[src/rtl/sound_pkg.sv]
// Shared sequencer types and note pitch constants.
// Pitch values are maxval settings for the downstream sine clkgen.
package sound_pkg;
    typedef enum logic [1:0] {ST_IDLE, ST_FETCH, ST_PLAY, ST_DONE} state_t;

    localparam int REST  = 0;
    localparam int D     = 27;
    localparam int E     = 24;
    localparam int FIS   = 21;
    localparam int G     = 20;
    localparam int A     = 18;
    localparam int B     = 16;
    localparam int C     = 15;
    localparam int DHIGH = 13;
endpackage

[src/rtl/note_sequencer_if.sv]
// Control, score-load and audio-output bundle of the note sequencer.
interface note_sequencer_if #(
    parameter int PITCH_W = 5,
    parameter int DUR_W   = 4,
    parameter int TEMPO_W = 13,
    parameter int ADDR_W  = 5,
    parameter int LEN_W   = 6
) ();
    logic               tick;
    logic               start;
    logic               stop;
    logic               loop_en;
    logic               artic_en;
    logic [LEN_W-1:0]   len;
    logic [TEMPO_W-1:0] tempo_div;
    logic               wr_en;
    logic [ADDR_W-1:0]  wr_addr;
    logic [PITCH_W-1:0] wr_pitch;
    logic [DUR_W-1:0]   wr_dur;
    logic [PITCH_W-1:0] pitch_o;
    logic               gate;
    logic               note_start;
    logic [ADDR_W-1:0]  idx_o;
    logic               busy;
    logic               done;

    modport master (
        output tick, start, stop, loop_en, artic_en, len, tempo_div,
               wr_en, wr_addr, wr_pitch, wr_dur,
        input  pitch_o, gate, note_start, idx_o, busy, done
    );
    modport slave (
        input  tick, start, stop, loop_en, artic_en, len, tempo_div,
               wr_en, wr_addr, wr_pitch, wr_dur,
        output pitch_o, gate, note_start, idx_o, busy, done
    );
endinterface

[src/rtl/score_ram.sv]
// Score storage: one write port, one registered read port, read-before-write
// on an address collision.
module score_ram #(
    parameter int NOTES  = 32,
    parameter int W      = 9,
    parameter int ADDR_W = $clog2(NOTES)
) (
    input  logic              clk,
    input  logic              i_wr_en,
    input  logic [ADDR_W-1:0] i_wr_addr,
    input  logic [W-1:0]      i_wr_data,
    input  logic [ADDR_W-1:0] i_rd_addr,
    output logic [W-1:0]      o_rd_data
);
    logic [W-1:0] r_mem [NOTES];

    always_ff @(posedge clk) begin
        if (i_wr_en) r_mem[i_wr_addr] <= i_wr_data;
        o_rd_data <= r_mem[i_rd_addr];
    end
endmodule

[src/rtl/note_sequencer.sv]
// Run-time loadable melody sequencer: plays (pitch, duration) entries from
// score_ram, paced by the sample tick and a tempo divider.
module note_sequencer
    import sound_pkg::*;
#(
    parameter int NOTES   = 32,
    parameter int PITCH_W = 5,
    parameter int DUR_W   = 4,
    parameter int TEMPO_W = 13,
    parameter int ADDR_W  = $clog2(NOTES),
    parameter int LEN_W   = $clog2(NOTES) + 1
) (
    input  logic           clk,
    input  logic           reset,
    note_sequencer_if.slave io_seq
);
    state_t               r_state;
    logic [ADDR_W-1:0]    r_idx;
    logic [LEN_W-1:0]     r_len;
    logic [TEMPO_W-1:0]   r_tempo, r_unit_ctr;
    logic [DUR_W-1:0]     r_dur, r_dur_ctr;
    logic [PITCH_W-1:0]   r_pitch;
    logic                 r_gate, r_note_start, r_busy, r_done;

    logic [ADDR_W-1:0]        w_rd_addr;
    logic [PITCH_W+DUR_W-1:0] w_rd_data;
    logic [PITCH_W-1:0]       w_rd_pitch;
    logic [DUR_W-1:0]         w_rd_dur;
    logic                     w_unit_wrap, w_note_end, w_more;

    assign w_rd_pitch  = w_rd_data[PITCH_W+DUR_W-1:DUR_W];
    assign w_rd_dur    = w_rd_data[DUR_W-1:0];
    assign w_unit_wrap = io_seq.tick && (r_unit_ctr == r_tempo - TEMPO_W'(1));
    assign w_note_end  = (r_state == ST_PLAY) && w_unit_wrap &&
                         (r_dur_ctr == r_dur - DUR_W'(1));
    assign w_more      = {1'b0, r_idx} < (r_len - LEN_W'(1));

    // Address is the index entering FETCH, so the RAM output is valid during FETCH.
    always_comb begin
        w_rd_addr = r_idx;
        if (r_state == ST_IDLE) w_rd_addr = '0;
        else if (w_note_end)    w_rd_addr = w_more ? r_idx + ADDR_W'(1) : '0;
    end

    score_ram #(.NOTES(NOTES), .W(PITCH_W + DUR_W), .ADDR_W(ADDR_W)) u_ram (
        .clk       (clk),
        .i_wr_en   (io_seq.wr_en),
        .i_wr_addr (io_seq.wr_addr),
        .i_wr_data ({io_seq.wr_pitch, io_seq.wr_dur}),
        .i_rd_addr (w_rd_addr),
        .o_rd_data (w_rd_data)
    );

    always_ff @(posedge clk) begin
        if (reset) begin
            r_state      <= ST_IDLE;
            r_idx        <= '0;
            r_len        <= '0;
            r_tempo      <= '0;
            r_unit_ctr   <= '0;
            r_dur        <= '0;
            r_dur_ctr    <= '0;
            r_pitch      <= '0;
            r_gate       <= 1'b0;
            r_note_start <= 1'b0;
            r_busy       <= 1'b0;
            r_done       <= 1'b0;
        end else begin
            r_note_start <= 1'b0;
            r_done       <= 1'b0;
            if (r_state != ST_IDLE && io_seq.stop) begin
                r_state <= ST_IDLE;
                r_gate  <= 1'b0;
                r_busy  <= 1'b0;
                r_pitch <= '0;
            end else begin
                case (r_state)
                    ST_IDLE: begin
                        if (io_seq.start && !io_seq.stop && io_seq.len != '0) begin
                            r_len   <= io_seq.len;
                            r_tempo <= (io_seq.tempo_div == '0) ? TEMPO_W'(1) : io_seq.tempo_div;
                            r_idx   <= '0;
                            r_busy  <= 1'b1;
                            r_state <= ST_FETCH;
                        end
                    end
                    ST_FETCH: begin
                        r_pitch      <= w_rd_pitch;
                        r_dur        <= (w_rd_dur == '0) ? DUR_W'(1) : w_rd_dur;
                        r_unit_ctr   <= '0;
                        r_dur_ctr    <= '0;
                        r_gate       <= (w_rd_pitch != '0);
                        r_note_start <= 1'b1;
                        r_state      <= ST_PLAY;
                    end
                    ST_PLAY: begin
                        if (w_note_end) begin
                            r_gate <= 1'b0;
                            if (w_more || io_seq.loop_en) begin
                                r_idx   <= w_rd_addr;
                                r_state <= ST_FETCH;
                            end else begin
                                r_busy  <= 1'b0;
                                r_done  <= 1'b1;
                                r_state <= ST_DONE;
                            end
                        end else if (w_unit_wrap) begin
                            r_unit_ctr <= '0;
                            r_dur_ctr  <= r_dur_ctr + DUR_W'(1);
                            // Articulation mutes the final unit of multi-unit notes.
                            r_gate     <= (r_pitch != '0) &&
                                          !(io_seq.artic_en && r_dur > DUR_W'(1) &&
                                            (r_dur_ctr + DUR_W'(1) == r_dur - DUR_W'(1)));
                        end else if (io_seq.tick) begin
                            r_unit_ctr <= r_unit_ctr + TEMPO_W'(1);
                        end
                    end
                    ST_DONE: begin
                        r_pitch <= '0;
                        r_state <= ST_IDLE;
                    end
                    default: r_state <= ST_IDLE;
                endcase
            end
        end
    end

    assign io_seq.pitch_o    = r_pitch;
    assign io_seq.gate       = r_gate;
    assign io_seq.note_start = r_note_start;
    assign io_seq.idx_o      = r_idx;
    assign io_seq.busy       = r_busy;
    assign io_seq.done       = r_done;
endmodule

[src/flat_wrapper.sv]
// flat-port wrapper written by rule: the top's interface ports become plain ports
module note_sequencer_flat import sound_pkg::*;
#(
    parameter int NOTES   = 32,
    parameter int PITCH_W = 5,
    parameter int DUR_W   = 4,
    parameter int TEMPO_W = 13,
    parameter int ADDR_W  = $clog2(NOTES),
    parameter int LEN_W   = $clog2(NOTES) + 1
)
  (clk, reset, io_seq_tick, io_seq_start, io_seq_stop, io_seq_loop_en, io_seq_artic_en, io_seq_len, io_seq_tempo_div, io_seq_wr_en, io_seq_wr_addr, io_seq_wr_pitch, io_seq_wr_dur, io_seq_pitch_o, io_seq_gate, io_seq_note_start, io_seq_idx_o, io_seq_busy, io_seq_done);
  note_sequencer_if #(.PITCH_W(PITCH_W), .DUR_W(DUR_W), .TEMPO_W(TEMPO_W), .ADDR_W(ADDR_W), .LEN_W(LEN_W)) io_seq_i ();
  input  logic clk;
  input  logic reset;
  input wire logic [$bits(io_seq_i.tick)-1:0] io_seq_tick;
  input wire logic [$bits(io_seq_i.start)-1:0] io_seq_start;
  input wire logic [$bits(io_seq_i.stop)-1:0] io_seq_stop;
  input wire logic [$bits(io_seq_i.loop_en)-1:0] io_seq_loop_en;
  input wire logic [$bits(io_seq_i.artic_en)-1:0] io_seq_artic_en;
  input wire logic [$bits(io_seq_i.len)-1:0] io_seq_len;
  input wire logic [$bits(io_seq_i.tempo_div)-1:0] io_seq_tempo_div;
  input wire logic [$bits(io_seq_i.wr_en)-1:0] io_seq_wr_en;
  input wire logic [$bits(io_seq_i.wr_addr)-1:0] io_seq_wr_addr;
  input wire logic [$bits(io_seq_i.wr_pitch)-1:0] io_seq_wr_pitch;
  input wire logic [$bits(io_seq_i.wr_dur)-1:0] io_seq_wr_dur;
  output wire logic [$bits(io_seq_i.pitch_o)-1:0] io_seq_pitch_o;
  output wire logic [$bits(io_seq_i.gate)-1:0] io_seq_gate;
  output wire logic [$bits(io_seq_i.note_start)-1:0] io_seq_note_start;
  output wire logic [$bits(io_seq_i.idx_o)-1:0] io_seq_idx_o;
  output wire logic [$bits(io_seq_i.busy)-1:0] io_seq_busy;
  output wire logic [$bits(io_seq_i.done)-1:0] io_seq_done;
  assign io_seq_i.tick = io_seq_tick;
  assign io_seq_i.start = io_seq_start;
  assign io_seq_i.stop = io_seq_stop;
  assign io_seq_i.loop_en = io_seq_loop_en;
  assign io_seq_i.artic_en = io_seq_artic_en;
  assign io_seq_i.len = io_seq_len;
  assign io_seq_i.tempo_div = io_seq_tempo_div;
  assign io_seq_i.wr_en = io_seq_wr_en;
  assign io_seq_i.wr_addr = io_seq_wr_addr;
  assign io_seq_i.wr_pitch = io_seq_wr_pitch;
  assign io_seq_i.wr_dur = io_seq_wr_dur;
  assign io_seq_pitch_o = io_seq_i.pitch_o;
  assign io_seq_gate = io_seq_i.gate;
  assign io_seq_note_start = io_seq_i.note_start;
  assign io_seq_idx_o = io_seq_i.idx_o;
  assign io_seq_busy = io_seq_i.busy;
  assign io_seq_done = io_seq_i.done;
  note_sequencer #(.NOTES(NOTES), .PITCH_W(PITCH_W), .DUR_W(DUR_W), .TEMPO_W(TEMPO_W), .ADDR_W(ADDR_W), .LEN_W(LEN_W)) u_core (.clk(clk), .reset(reset), .io_seq(io_seq_i));
endmodule
[config.mk]
export PLATFORM = sky130hd
export DESIGN_NAME = note_sequencer_flat
export DESIGN_NICKNAME = d
export VERILOG_FILES = /design/src/rtl/sound_pkg.sv /design/src/rtl/note_sequencer_if.sv /design/src/rtl/score_ram.sv /design/src/rtl/note_sequencer.sv /design/src/flat_wrapper.sv
export SDC_FILE = /design/constraint.sdc
export NUM_CORES = 1
export LEC_CHECK = 0
export BUFFER_PORTS_ARGS = -buffer_cell sky130_fd_sc_hd__buf_2
export CAP_MARGIN = 20
export CORE_MARGIN = 2
export CORE_UTILIZATION = 50
export CTS_BUF_LIST = sky130_fd_sc_hd__clkbuf_2
export DETAILED_ROUTE_END_ITERATION = 12
export GPL_TIMING_DRIVEN = 0
export PLACE_DENSITY = 0.66
export SLEW_MARGIN = 5
export SYNTH_ARGS = -nofsm -noshare
export SYNTH_HDL_FRONTEND = slang
export SYNTH_HIERARCHICAL = 1
export SYNTH_SLANG_ARGS = --single-unit
[constraint.sdc]
create_clock -name clk -period 5.8 [get_ports clk]
set_input_delay 0.87 -clock clk [delete_from_list [all_inputs] [get_ports clk]]
set_output_delay 0.87 -clock clk [all_outputs]
set_load 0.03 [all_outputs]
# Word-level counts from Yosys, hierarchy flattened
# Memory sizes are Yosys's and may differ from the RTL's. A register that Yosys moved wholly into a read port is not among the register bits.
# Cells that the tools add are included.
# totals
ram_bits	288
regBits	56
input_bits	41
out_inout_bits	14
mem_count	1
wordCells	102
# op_classes
mux	32
bitwise_logic	3
n_reduce_logical	32
addsub	6
n_eq_ne	14
n_lt_le_gt_ge	2
# mem_list
memory	depth	word_bits	read_ports	rd_ports_with_merged_regs	write_ports	line	rtl
u_core.u_ram.r_mem	32	9	1	1	1	score_ram.sv:15	logic [W-1:0] r_mem [NOTES];
# op_table
operator	n
two-way mux 13 bit	4
two-way mux 5 bit	6
case mux 13 bit (2 select lines)	1
case mux 5 bit (2 select lines)	2
adder 13 x 1 -> 13 bit, second input constant	1
equality test 13 bit	1
zero test 13 bit	1
subtractor 13 x 1 -> 13 bit, second input constant	1
two-way mux 4 bit	3
AND reduction 4 bit	3
nonzero test 5 bit	2
logical AND 1 bit	9
two-way mux 1 bit	9
equality test 4 bit	2
!= test 2 bit, second input constant	4
case mux 2 bit (4 select lines)	1
case mux 4 bit (2 select lines)	1
nonzero test 2 bit	4
less-than comparator 5 x 6 -> 1 bit	1
two-way mux 2 bit	3
AND reduction 2 bit	3
nonzero test 6 bit	1
subtractor 6 x 1 -> 6 bit, second input constant	1
adder 5 x 1 -> 5 bit, second input constant	1
other kinds (18)	24

# Depth between registers and ports, before layout
# Gate-level depths: netlist (run 1).
# depth
depth_word	10
ltp_mapped	15
depth_no_buf	13

# By module
# The synthesis (run 1) kept the hierarchy.
# modules_own_cells
module	instances	cells_per_inst	seq_area_each_um2	area_per_inst_um2
score_ram	1	463	8828.5	11282.1
note_sequencer	1	427	1121.1	3570.9

# Worst setup path before layout (run 1)
# Ideal clock, no wire load.
# synth_timing
path_kind	register to register
from	reg u_core.r_tempo[0]
to	reg u_core.u_ram.o_rd_data[0], read port of u_core.u_ram.r_mem
synth_period_minus_slack_ps	4152
arrival_time_ps	4031
setup_ps	121
t_required_ps	5679
n_path_buf	2
path_stages_with_launch	15
slack_ps	1648
cell_sequence	dfxtp_1 inv_1 ha_1 nor4b_2 o2111ai_1 a221oi_1 nand4_4 nor3_4 nand2_2 o31ai_1 buf_6 buf_4 mux4_2 mux4_2 mux2_2
# synth_via
elab_chain_cells	7
# synth_lines
item	line	rtl
start: declaration	note_sequencer.sv:20	logic [TEMPO_W-1:0] r_tempo, r_unit_ctr;
start signal: assignment	note_sequencer.sv:81	r_tempo <= (io_seq.tempo_div == '0) ? TEMPO_W'(1) : io_seq.tempo_div;
subtractor 13 x 1 -> 13 bit	note_sequencer.sv:33	assign w_unit_wrap = io_seq.tick && (r_unit_ctr == r_tempo - TEMPO_W'(1));
equality test 13 bit	note_sequencer.sv:33	
logical AND 1 bit	note_sequencer.sv:33	
logical AND 1 bit (2 in series)	note_sequencer.sv:34	assign w_note_end = (r_state == ST_PLAY) && w_unit_wrap &&
two-way mux 5 bit	note_sequencer.sv:42	else if (w_note_end) w_rd_addr = w_more ? r_idx + ADDR_W'(1) : '0;
two-way mux 5 bit	note_sequencer.sv:41	if (r_state == ST_IDLE) w_rd_addr = '0;
net u_core.w_rd_addr[0]	note_sequencer.sv:25	logic [ADDR_W-1:0] w_rd_addr;
end: declaration	score_ram.sv:13	output logic [W-1:0] o_rd_data
# The timed path passes the listed nets, and every way through them passes these cells.
# A chain may end at the register's enable or synchronous reset.

# Worst setup path in the final report (run 1)
# layout_timing
from	reg u_core.r_tempo[0]
to	reg u_core.u_ram.o_rd_data[4], read port of u_core.u_ram.r_mem
# Same word-level chain as after synthesis.

==> reports/qor.txt, run 1 <==
Pwr Density = 279 nW/um^2
GR Util met2 = 33.3%
status = completed
drt pass-1 iters = 5
DP HPWL = 21800 um
Routed WL = 32500 um
CP Max Fanout = 10
H-tree depth = 3
power consumption = 4.56 mW
die height = 176 um
leak pwr = 5.48 nW
Final Skew = 101 ps
Total Routing Usage GR = 21.5%
clock sinks = 353
CTS tree = done
register area share after synthesis = 67.0%
Residual DRC = 0
drt first-iter violations = 760
FP Rows = 63
Fmax = 181 MHz
syn_nets = 942
routed vias/inst = 5.81
Worst Path Required = 6490 ps
CTS Root Cell = clkbuf_2
ANT nets after route = 0
Mapped Avg Cell Area = 16.7 um^2
top cells by area, synth = edfxtp_1 (58%), mux4_2 (14%), dfxtp_1 (8.8%)
Final Util = 55.5%
Final GP Congestion = 0.861
Max VDD drop = 0.000309 V
Final Non-Filler Cells = 1475
Seq cells post-synth = 353
worst hold path class = input port to register
Main synth FF type = edfxtp_1
final hold viol count = 0
post-synth cell types = 69
kind of end point of the critical path = register
vias in the first global route = 8513
max-cap violations = 0
GR peak layer = met2
number of port buffers = 52
RSZ-0062 raised after global routing = no
Reg clk slew, reported paths = 90 ps
worst-margin pin slew = 1070 ps
first-pass GRT wire length = 49600 um
width of the die = 176 um
total gr overflow = 0
DP Cell Count = 1332
share of post-route cells with drive strength above 1 = 30.0%
Setup Buffers After CTS = 0
initial antenna violation count = 2
CTS max path bufs = 3
Hold Slack = 241 ps
Area Overhead vs Synth = 10.1%
GRT met1 Usage = 30.6%
die area = 31100 um^2
Final setup viols = 0
Startpoint Class = register
CTS Buf Count = 87
Slew headroom = 28.7%
Post-synth EDFFs = 288
commonest non-fill, non-tap cell in the layout = edfxtp_1
Mapped Area = 14900 um^2
synth warn = 6
GRT met3 Usage = 4.65%
critical path class = register to register
most frequent cells in the layout = edfxtp_1 (288), clkbuf_2 (126), mux4_2 (90)
Yosys top cell area share = 58.2%
Cells after Synth = 890
maximum number of pins on one net before global-route repair = 33
Yosys top cell by area = edfxtp_1
async set-reset flop share out of synthesis = 0%
Vias = 8573
drt wl/cell = 22.1 um
Setup TNS Final = 0 ps
nets = 1084
# IOs = 55
worst-skew pair later-pin latency = 910 ps
core footprint = 29500 um^2
Slew Limit Fails = 0
Final min period = 5530 ps
initial core utilization = 50.4%
CP arrival = 6220 ps
Tcrit/Tclk final = 95.3%
==> flip-flops by register name, indices dropped and copies added (netlist names), 5 cells and up <==
signal                  flops
u_core/io_seq.idx_o         5
u_core/r_tempo             13
u_core/u_ram/r_mem        288
u_core/r_unit_ctr          13
u_core/io_seq.pitch_o       5
u_core/u_ram/o_rd_data      9
u_core/r_len                6
==> final cells by class <==
type	count	area, um^2
clock buffers	118	591
multi-input cells	478	4630
fillers	2404	13100
plain buffers	39	203
clock inverters	23	145
flip-flops and latches	353	9950
repair buffers	53	265
inverters	20	75.1
well taps	390	488
diodes	1	2.50
==> report_power, final <==
part           internal [mW]  switching, mW  total [mW]
registers               2.77         0.0184        2.79
logic                 0.0756          0.148       0.224
clock network          0.602          0.944        1.55
==> Yosys cell counts, drive strengths merged (6+ instances only) <==
cell type and count:
edfxtp 288, mux4 90, nor2 83, dfxtp 65, nand2 40, buf 23
a21oi 20, inv 20, nor3 20, mux2i 18, nand3 17, xor2 17
clkbuf 16, xnor2 14, ha 11, nor4 10, mux2 9, o21ai 9
a31oi 8, or3 7, a211o 6, a221o 6, nor3b 6
==> metal layers <==
layer / wire length [um] / vias to the layer above
met3: 2070 / 48
met4: 628 / 2
li1: - / 3904
met2: 15500 / 302
met5: 10 / -
met1: 14300 / 4317
==> kinds of logic (layout without fill, tap and decap cells) <==
family	after synthesis	after routing	synth area share, %
other	0	1	0
multiplexers	117	117	15.5
buffers and inverters	59	253	1.82
AND/OR/NAND/NOR	226	226	8.07
flip-flops	353	353	67.0
AO/OA/AOI/OAI	92	92	4.68
adder cells (fa/ha/maj)	11	11	0.927
XOR/XNOR	32	32	1.98
==> per-stage QoR <==
step	worst slack, ps	area (um^2)
2_1_floorplan	1650	14900
3_3_place_gp	320	15600
3_5_place_dp	301	15600
4_1_cts	199	16300
5_1_grt	22.5	16400
6_report	271	16400
==> worst paths after layout <==
kind | slack, ps | endpoint | cells past startpoint | start
max | 270 | u_core/u_ram/o_rd_data[4] | 13 | u_core/r_tempo[0]
min | 240 | u_core/r_len[2] | 3 | io_seq_len[2]
max reg2reg | 270 | u_core/u_ram/o_rd_data[4] | 13 | u_core/r_tempo[0]
min reg2reg | 460 | u_core/r_dur[2] | 2 | u_core/u_ram/o_rd_data[2]
==> repair_timing <==
action,4_1_cts,5_1_grt
hold buffers,0,0
resized for setup,0,6
setup endpoints to repair,0,8
==> critical path: stages, from the launching register on <==
cell	delay, ps
dfxtp_1	390
inv_1	90
ha_1	300
nor4b_2	360
o2111ai_1	200
a221oi_1	540
nand4_4	250
nor3_4	410
nand2_2	230
o41ai_1	620
clkbuf_1	580
clkbuf_1	610
mux4_2	420
mux2_2	320
Power figures use the tool's default switching activity.
==> inputs of run 2 (changes only) <==
--- a/config.mk
+++ b/config.mk
@@ -12,9 +12,8 @@
 export CTS_BUF_LIST = sky130_fd_sc_hd__clkbuf_2
 export DETAILED_ROUTE_END_ITERATION = 12
 export GPL_TIMING_DRIVEN = 0
-export PLACE_DENSITY = 0.66
+export PLACE_DENSITY = 0.65
 export SLEW_MARGIN = 5
 export SYNTH_ARGS = -nofsm -noshare
 export SYNTH_HDL_FRONTEND = slang
-export SYNTH_HIERARCHICAL = 1
 export SYNTH_SLANG_ARGS = --single-unit
==> run 2 against run 1 <==
  * Fmax is 5.6% higher
  * Clock power up 5%
  * Via count rose by 46%
  * Count of clock-buffer cells in the layout up 14
  * Utilization up 0.32 points
  * Clock skew is 41 ps lower
  * Flip-flop and latch count unchanged
  * Critical path type unchanged
  * Largest cell class unchanged
==> reports/qor.txt, run 2 <==
ANT nets after route = 0 (unchanged)
Setup Buffers After CTS = 0 (unchanged)
Final Non-Filler Cells = 2051 (+39%)
FP Rows = 66 (+4.8%)
initial core utilization = 50.9% (+0.51 points)
Largest register FFs = 288 (unchanged)
Main synth FF type = edfxtp_1
synth warn = 0 (-6)
async set-reset flop share out of synthesis = 0% (unchanged)
register area share after synthesis = 59.9% (-7.0 points)
# IOs = 55 (unchanged)
routed vias/inst = 6.11 (+5.1%)
Final min period = 5240 ps (-294 ps)
Final setup viols = 0 (unchanged)
H-tree depth = 3 (unchanged)
final hold viol count = 0 (unchanged)
leak pwr = 7.08 nW (+29%)
Mapped Area = 16600 um^2 (+12%)
Worst Path Required = 6570 ps (+80 ps)
top cells by area, synth = edfxtp_1 (52%), dfxtp_1 (7.8%), mux2i_1 (6.9%)
vias in the first global route = 11919 (+40%)
critical path class = register to register
Cells after Synth = 1398 (+57%)
Post-synth EDFFs = 288 (unchanged)
Mapped Avg Cell Area = 11.9 um^2 (-29%)
Final Util = 55.8% (+0.32 points)
die area = 34700 um^2 (+11%)
Tcrit/Tclk final = 90.3% (-5.1 points)
CTS Root Cell = clkbuf_2
Residual DRC = 0 (unchanged)
Slew headroom = 26.9% (-1.8 points)
total gr overflow = 0 (unchanged)
CP arrival = 6000 ps (-220 ps)
CTS Buf Count = 91 (+4.6%)
number of port buffers = 53 (+1.9%)
max-cap violations = 0 (unchanged)
CP Max Fanout = 10 (unchanged)
Top reg by flops = u_core.u_ram.r_mem
worst-margin pin slew = 1090 ps (+27.5 ps)
cell with the most instances after synthesis = edfxtp_1
Max VDD drop = 0.000142 V (-54%)
Yosys top cell by area = edfxtp_1
worst hold path class = input port to register
Fmax = 191 MHz (+5.6%)
Pwr Density = 293 nW/um^2 (+5.2%)
Post-synth top cells = edfxtp_1 (288), nor2_1 (132), mux2i_1 (115)
Final GP Congestion = 0.952 (+11%)
clock sinks = 353 (unchanged)
initial antenna violation count = 4 (+2)
core footprint = 32600 um^2 (+11%)
biggest regs = u_core.u_ram.r_mem: 288 flops, u_core.r_tempo: 13 flops, u_core.r_unit_ctr: 13 flops
syn_nets = 1454 (+54%)
CTS max path bufs = 3 (unchanged)
die height = 186 um (+5.6%)
Total Routing Usage GR = 27.9% (+6.4 points)
Area Overhead vs Synth = 9.63%
most frequent cells in the layout = edfxtp_1 (288), nor2_1 (132), clkbuf_2 (132)
DP HPWL = 32400 um (+48%)
worst-skew pair later-pin latency = 990 ps (+80 ps)
RSZ-0062 raised after global routing = no
setup slack after placement = 904 ps (+603 ps)
width of the die = 186 um (+5.6%)
post-synth cell types = 75 (+8.7%)
power consumption = 5.34 mW (+17%)
Yosys top cell area share = 52.1% (-6.1 points)
Reg clk slew, reported paths = 110 ps (+20 ps)
dpl cell area = 17400 um^2 (+12%)
CTS tree = done
Post-CTS Resized = 0 (unchanged)
kind of end point of the critical path = register
drt first-iter violations = 998 (+31%)
nets = 1601 (+48%)
final setup margin = 565 ps (+294 ps)
final instance area = 18200 um^2 (+11%)
share of post-route cells with drive strength above 1 = 16.2% (-14 points)
DP Cell Count = 1893 (+42%)
Setup TNS Final = 0 ps (unchanged)
drt pass-1 iters = 5 (unchanged)
Final Skew = 60.0 ps (-41.2 ps)
Slew Limit Fails = 0 (unchanged)
Routed WL = 47400 um (+46%)
Startpoint Class = register
status = completed
Vias = 12526 (+46%)
commonest non-fill, non-tap cell in the layout = edfxtp_1
first-pass GRT wire length = 70500 um (+42%)
Seq cells post-synth = 353 (unchanged)
Hold Slack = 149 ps (-92.5 ps)
drt wl/cell = 23.1 um (+4.8%)
maximum number of pins on one net before global-route repair = 33 (unchanged)
-- run 2: cell count changes in the layout (fill, tap and decap cells not counted), sizes merged, moves of 49 or more --
| cell | change |
|---|---|
| nor2 | +49 |
| mux2i | +97 |
| nand2 | +66 |
| a211oi | +79 |
| a221oi | +55 |
| mux4 | -90 |
| inv | +61 |
-- run 2: kinds of logic (layout without fill, tap and decap cells) --
logic type	Yosys count	in the layout	synth area share (%)
buffers and inverters	179	388	4.78
other	0	2	0
XOR/XNOR	36	36	2.03
multiplexers	115	115	6.93
AND/OR/NAND/NOR	370	370	10.3
AO/OA/AOI/OAI	330	330	14.9
flip-flops	353	353	59.9
adder cells (fa/ha/maj)	15	15	1.13
-- run 2: timing repair --
item | 4_1_cts | 5_1_grt
setup endpoints to repair | 0 | 0
hold buffers | 1 | 0
hold endpoints to repair | 1 | 0
-- run 2: area by class of cell --
type	count	area, um^2
well taps	442	553
repair buffers	54	275
fillers	2815	14400
clock inverters	23	104
plain buffers	95	478
inverters	84	315
clock buffers	132	661
flip-flops and latches	353	9950
multi-input cells	866	5860
diodes	2	5.00
-- run 2: routing by layer --
| metal | wire, um | global-route usage, % | vias up |
|---|---|---|---|
| met5 | 32 | 0 | - |
| li1 | - | - | 5698 |
| met2 | 22200 | 44.6 | 574 |
| met1 | 19400 | 36.1 | 6126 |
| met4 | 2010 | 13.7 | 4 |
| met3 | 3700 | 6.11 | 124 |
-- run 2: path summary, 6_finish.rpt --
check                                               start                         to  slack [ps]  cells past startpoint
worst min register to register  u_core.u_ram.o_rd_data[1]            u_core.r_dur[1]         470                      2
worst max-delay path                    u_core.r_tempo[0]  u_core.u_ram.o_rd_data[6]         560                     14
worst min-delay path                  io_seq_tempo_div[4]          u_core.r_tempo[4]         150                      3
worst max register to register          u_core.r_tempo[0]  u_core.u_ram.o_rd_data[6]         560                     14
-- run 2: worst max-delay path, cell delays in order (launching register included) --
cell and delay [ps]:
dfxtp_1 370, inv_1 90, ha_1 240, nor3b_1 600
and4_1 300, nor4_1 70, nor4_2 520, and4bb_1 290
buf_4 200, buf_6 170, nand2_1 230, nand2_1 350
clkbuf_1 550, a311oi_1 380, nor3_1 660
-- run 2: report_power, final --
part           total, mW  switching, mW  internal (mW)
clock               1.62           1.01          0.606
sequential          2.86         0.0543           2.81
combinational      0.857          0.581          0.276
total               5.34           1.65           3.69
==> inputs of run 3 (changes only) <==
==> constraint.sdc (replaced) <==
create_clock -name clk -period 4.82 [get_ports clk]
set_input_delay 0.723 -clock clk [delete_from_list [all_inputs] [get_ports clk]]
set_output_delay 0.723 -clock clk [all_outputs]
set_load 0.03 [all_outputs]
==> run 3 against run 2 <==
  * Worst setup slack got worse by 490 ps
  * Utilization grew 0.80 points
  * Via count increased by 1.3%
  * Sequential power increased by 20%
  * Final cell count is 1.0% higher
  * Clock skew hardly changed
  * First-iteration DRC count increased by 4.8%
  * Critical path depth unchanged
  * Worst hold slack improved by 36 ps
  * Register-to-register slack worse by 490 ps
  * Cell area up 1.4%
  * Non-clock buffer count is 21 higher
  * Critical path type unchanged
==> reports/qor.txt, run 3 (synthesized netlist as in run 2, its figures left out) <==
Largest register FFs = 288 (unchanged)
combinational share of power = 16.3% (+0.2 points)
Slew headroom = 27.7% (+0.81 points)
routed vias/inst = 6.12 (+0.26%)
Final GP Congestion = 0.952 (unchanged)
first-pass GRT wire length = 71200 um (+0.93%)
Tcrit/Tclk final = 98.4% (+8.1 points)
commonest non-fill, non-tap cell in the layout = edfxtp_1
drt first-iter violations = 1046 (+4.8%)
ANT nets after route = 0 (unchanged)
maximum number of pins on one net before global-route repair = 33 (unchanged)
hold depth = 2 (-1)
final hold viol count = 0 (unchanged)
nets = 1622 (+1.3%)
Fill cells = 2776 (-1.4%)
Buf/Inv on CP = 3 (-1)
final instance area = 18500 um^2 (+1.4%)
H-tree depth = 3 (unchanged)
power consumption = 6.44 mW (+21%)
Residual DRC = 0 (unchanged)
initial core utilization = 50.9% (unchanged)
worst-margin pin slew = 1080 ps (-12.1 ps)
Int Power = 4.45 mW (+21%)
Max stage delay on crit path = 580 ps (-80 ps)
CP top delay family = simple AND/OR/NAND/NOR gates
vias in the first global route = 12074 (+1.3%)
CTS max path bufs = 3 (unchanged)
cell repeated most along the worst path = nor4_1
footprint of the multi-input gates = 5910 um^2 (+0.92%)
max-cap violations = 0 (unchanged)
CP arrival = 5500 ps (-500 ps)
Max VDD drop = 0.000171 V (+20%)
die area = 34700 um^2 (unchanged)
most frequent cells in the layout = edfxtp_1 (288), clkbuf_2 (134), nor2_1 (132)
CP Max Fanout = 10 (unchanged)
clock share of power = 30.2% (-0.2 points)
Switching Share = 30.9% (about the same)
Top reg by flops = u_core.u_ram.r_mem
# IOs = 55 (unchanged)
stages on the worst setup path = 14 (unchanged)
share of post-route cells with drive strength above 1 = 16.8% (+0.53 points)
Total Routing Usage GR = 28.1% (+0.26 points)
clock sinks = 353 (unchanged)
Area Overhead vs Synth = 11.2%
worst hold path class = input port to register
drt pass-1 iters = 7 (+2)
initial antenna violation count = 3 (-1)
Startpoint Class = register
CTS Root Cell = clkbuf_2
total gr overflow = 0 (unchanged)
FP Rows = 66 (unchanged)
Reg area = 9950 um^2 (unchanged)
status = completed
Routed WL = 48100 um (+1.5%)
Final setup viols = 0 (unchanged)
Pwr Density = 349 nW/um^2 (+19%)
Worst path slowest cell = nor3_1
Worst Path Required = 5580 ps (-990 ps)
critical path class = register to register
Fmax = 211 MHz (+10%)
width of the die = 186 um (unchanged)
RSZ-0062 raised after global routing = no
Psw = 1.99 mW (+21%)
Seq pwr share = 53.4% (-0.2 points)
worst path cell trace = inv_1 -> ha_1 -> or3b_1 -> nor4_1 -> nor4_1 -> nor4_4 -> nand4_1 -> buf_6 -> clkbuf_1 -> a221oi_1 -> a211oi_1 -> o21ai_0 -> a311oi_1 -> nor3_1
CTS tree = done
DP HPWL = 32400 um (unchanged)
core footprint = 32600 um^2 (unchanged)
kind of end point of the critical path = register
biggest regs = u_core.u_ram.r_mem: 288 flops, u_core.r_tempo: 13 flops, u_core.r_unit_ctr: 13 flops
Final min period = 4740 ps (-494 ps)
worst-skew pair later-pin latency = 980 ps (about the same)
drt wl/cell = 23.2 um (+0.45%)
die height = 186 um (unchanged)
leak pwr = 7.19 nW (+1.5%)
CTS Buf Count = 91 (unchanged)
number of port buffers = 53 (unchanged)
Final Skew = 60.2 ps (+0.209 ps)
Vias = 12687 (+1.3%)
Slew Limit Fails = 0 (unchanged)
Reg clk slew, reported paths = 110 ps (about the same)
dpl cell area = 17400 um^2 (unchanged)
R2R depth = 14 (unchanged)
run 3: changes by cell type in the layout (fill, tap and decap cells not counted), sizes merged:
cell	delta
buf	+2
dlygate4sd3	+19
run 3: area by class of cell:
class	instances	area share, %
sequential	353	53.9
multi-input combinational	866	32.0
clock buffer	132	3.58
tap	442	3.00
timing repair buffer	75	2.60
buffer	95	2.60
inverter	84	1.71
clock inverter	23	0.563
antenna	2	0.0271
run 3: power by group through the flow:
stage / clock, mW / sequential [mW] / combinational (mW)
final: 1.95 / 3.44 / 1.05
after global routing: 2.15 / 3.45 / 1.16
after CTS: 2.00 / 3.44 / 1.03
after detailed placement: 0 / 3.51 / 1.02
after global placement: 0 / 3.51 / 0.995
after floorplan: 0 / 3.53 / 0.680
run 3: per-stage QoR:
| step | setup WS [ps] | instances | util [%] | hold WS [ps] | TNS [ps] |
|---|---|---|---|---|---|
| finish | 79.3 | 2072 | 56.6 | 185 | 0 |
| global route | 27.8 | 2072 | 56.6 | 139 | 0 |
| CTS | 54.9 | 2068 | 56.4 | 66.3 | 0 |
| detailed placement | -75.9 | 1893 | 53.4 | 462 | -118 |
| global placement | 20.5 | 1893 | 53.4 | 456 | 0 |
| floorplan | 1420 | 1398 | - | 443 | 0 |
run 3: timing repair:
item,in CTS,in global routing
endpoints found under the setup margin,4,7
buffers inserted,0,2
pin swaps,0,1
resized for setup,5,8
hold endpoints to repair,20,0
hold buffers,20,0
cloned,0,0
run 3: final timing paths:
| path | startpoint | end | slack (ps) |
|---|---|---|---|
| worst max-delay path | u_core.r_tempo[0] | u_core.u_ram.o_rd_data[1] | 80 |
| worst min-delay path | reset | u_core.r_tempo[12] | 180 |
| worst max register to register | u_core.r_tempo[0] | u_core.u_ram.o_rd_data[1] | 80 |
| worst min register to register | u_core.u_ram.o_rd_data[1] | u_core.r_dur[1] | 470 |
run 3: routing by layer:
layer / vias up / track usage (%) / part of all wire, %
li1: 5732 / - / -
met1: 6222 / 36.4 / 41
met2: 618 / 45.3 / 48
met3: 115 / 6.00 / 7.8
met4: 0 / 13.7 / 4.0
met5: - / 0 / 0
run 3: worst reg2reg max path, stage by stage, from the launching register on:
cell,delay (ps)
dfxtp_1,370
inv_1,100
ha_1,240
or3b_1,460
nor4_1,370
nor4_1,140
nor4_4,360
nand4_1,190
buf_6,190
clkbuf_1,260
a221oi_1,370
a211oi_1,80
o21ai_0,530
a311oi_1,300
nor3_1,580
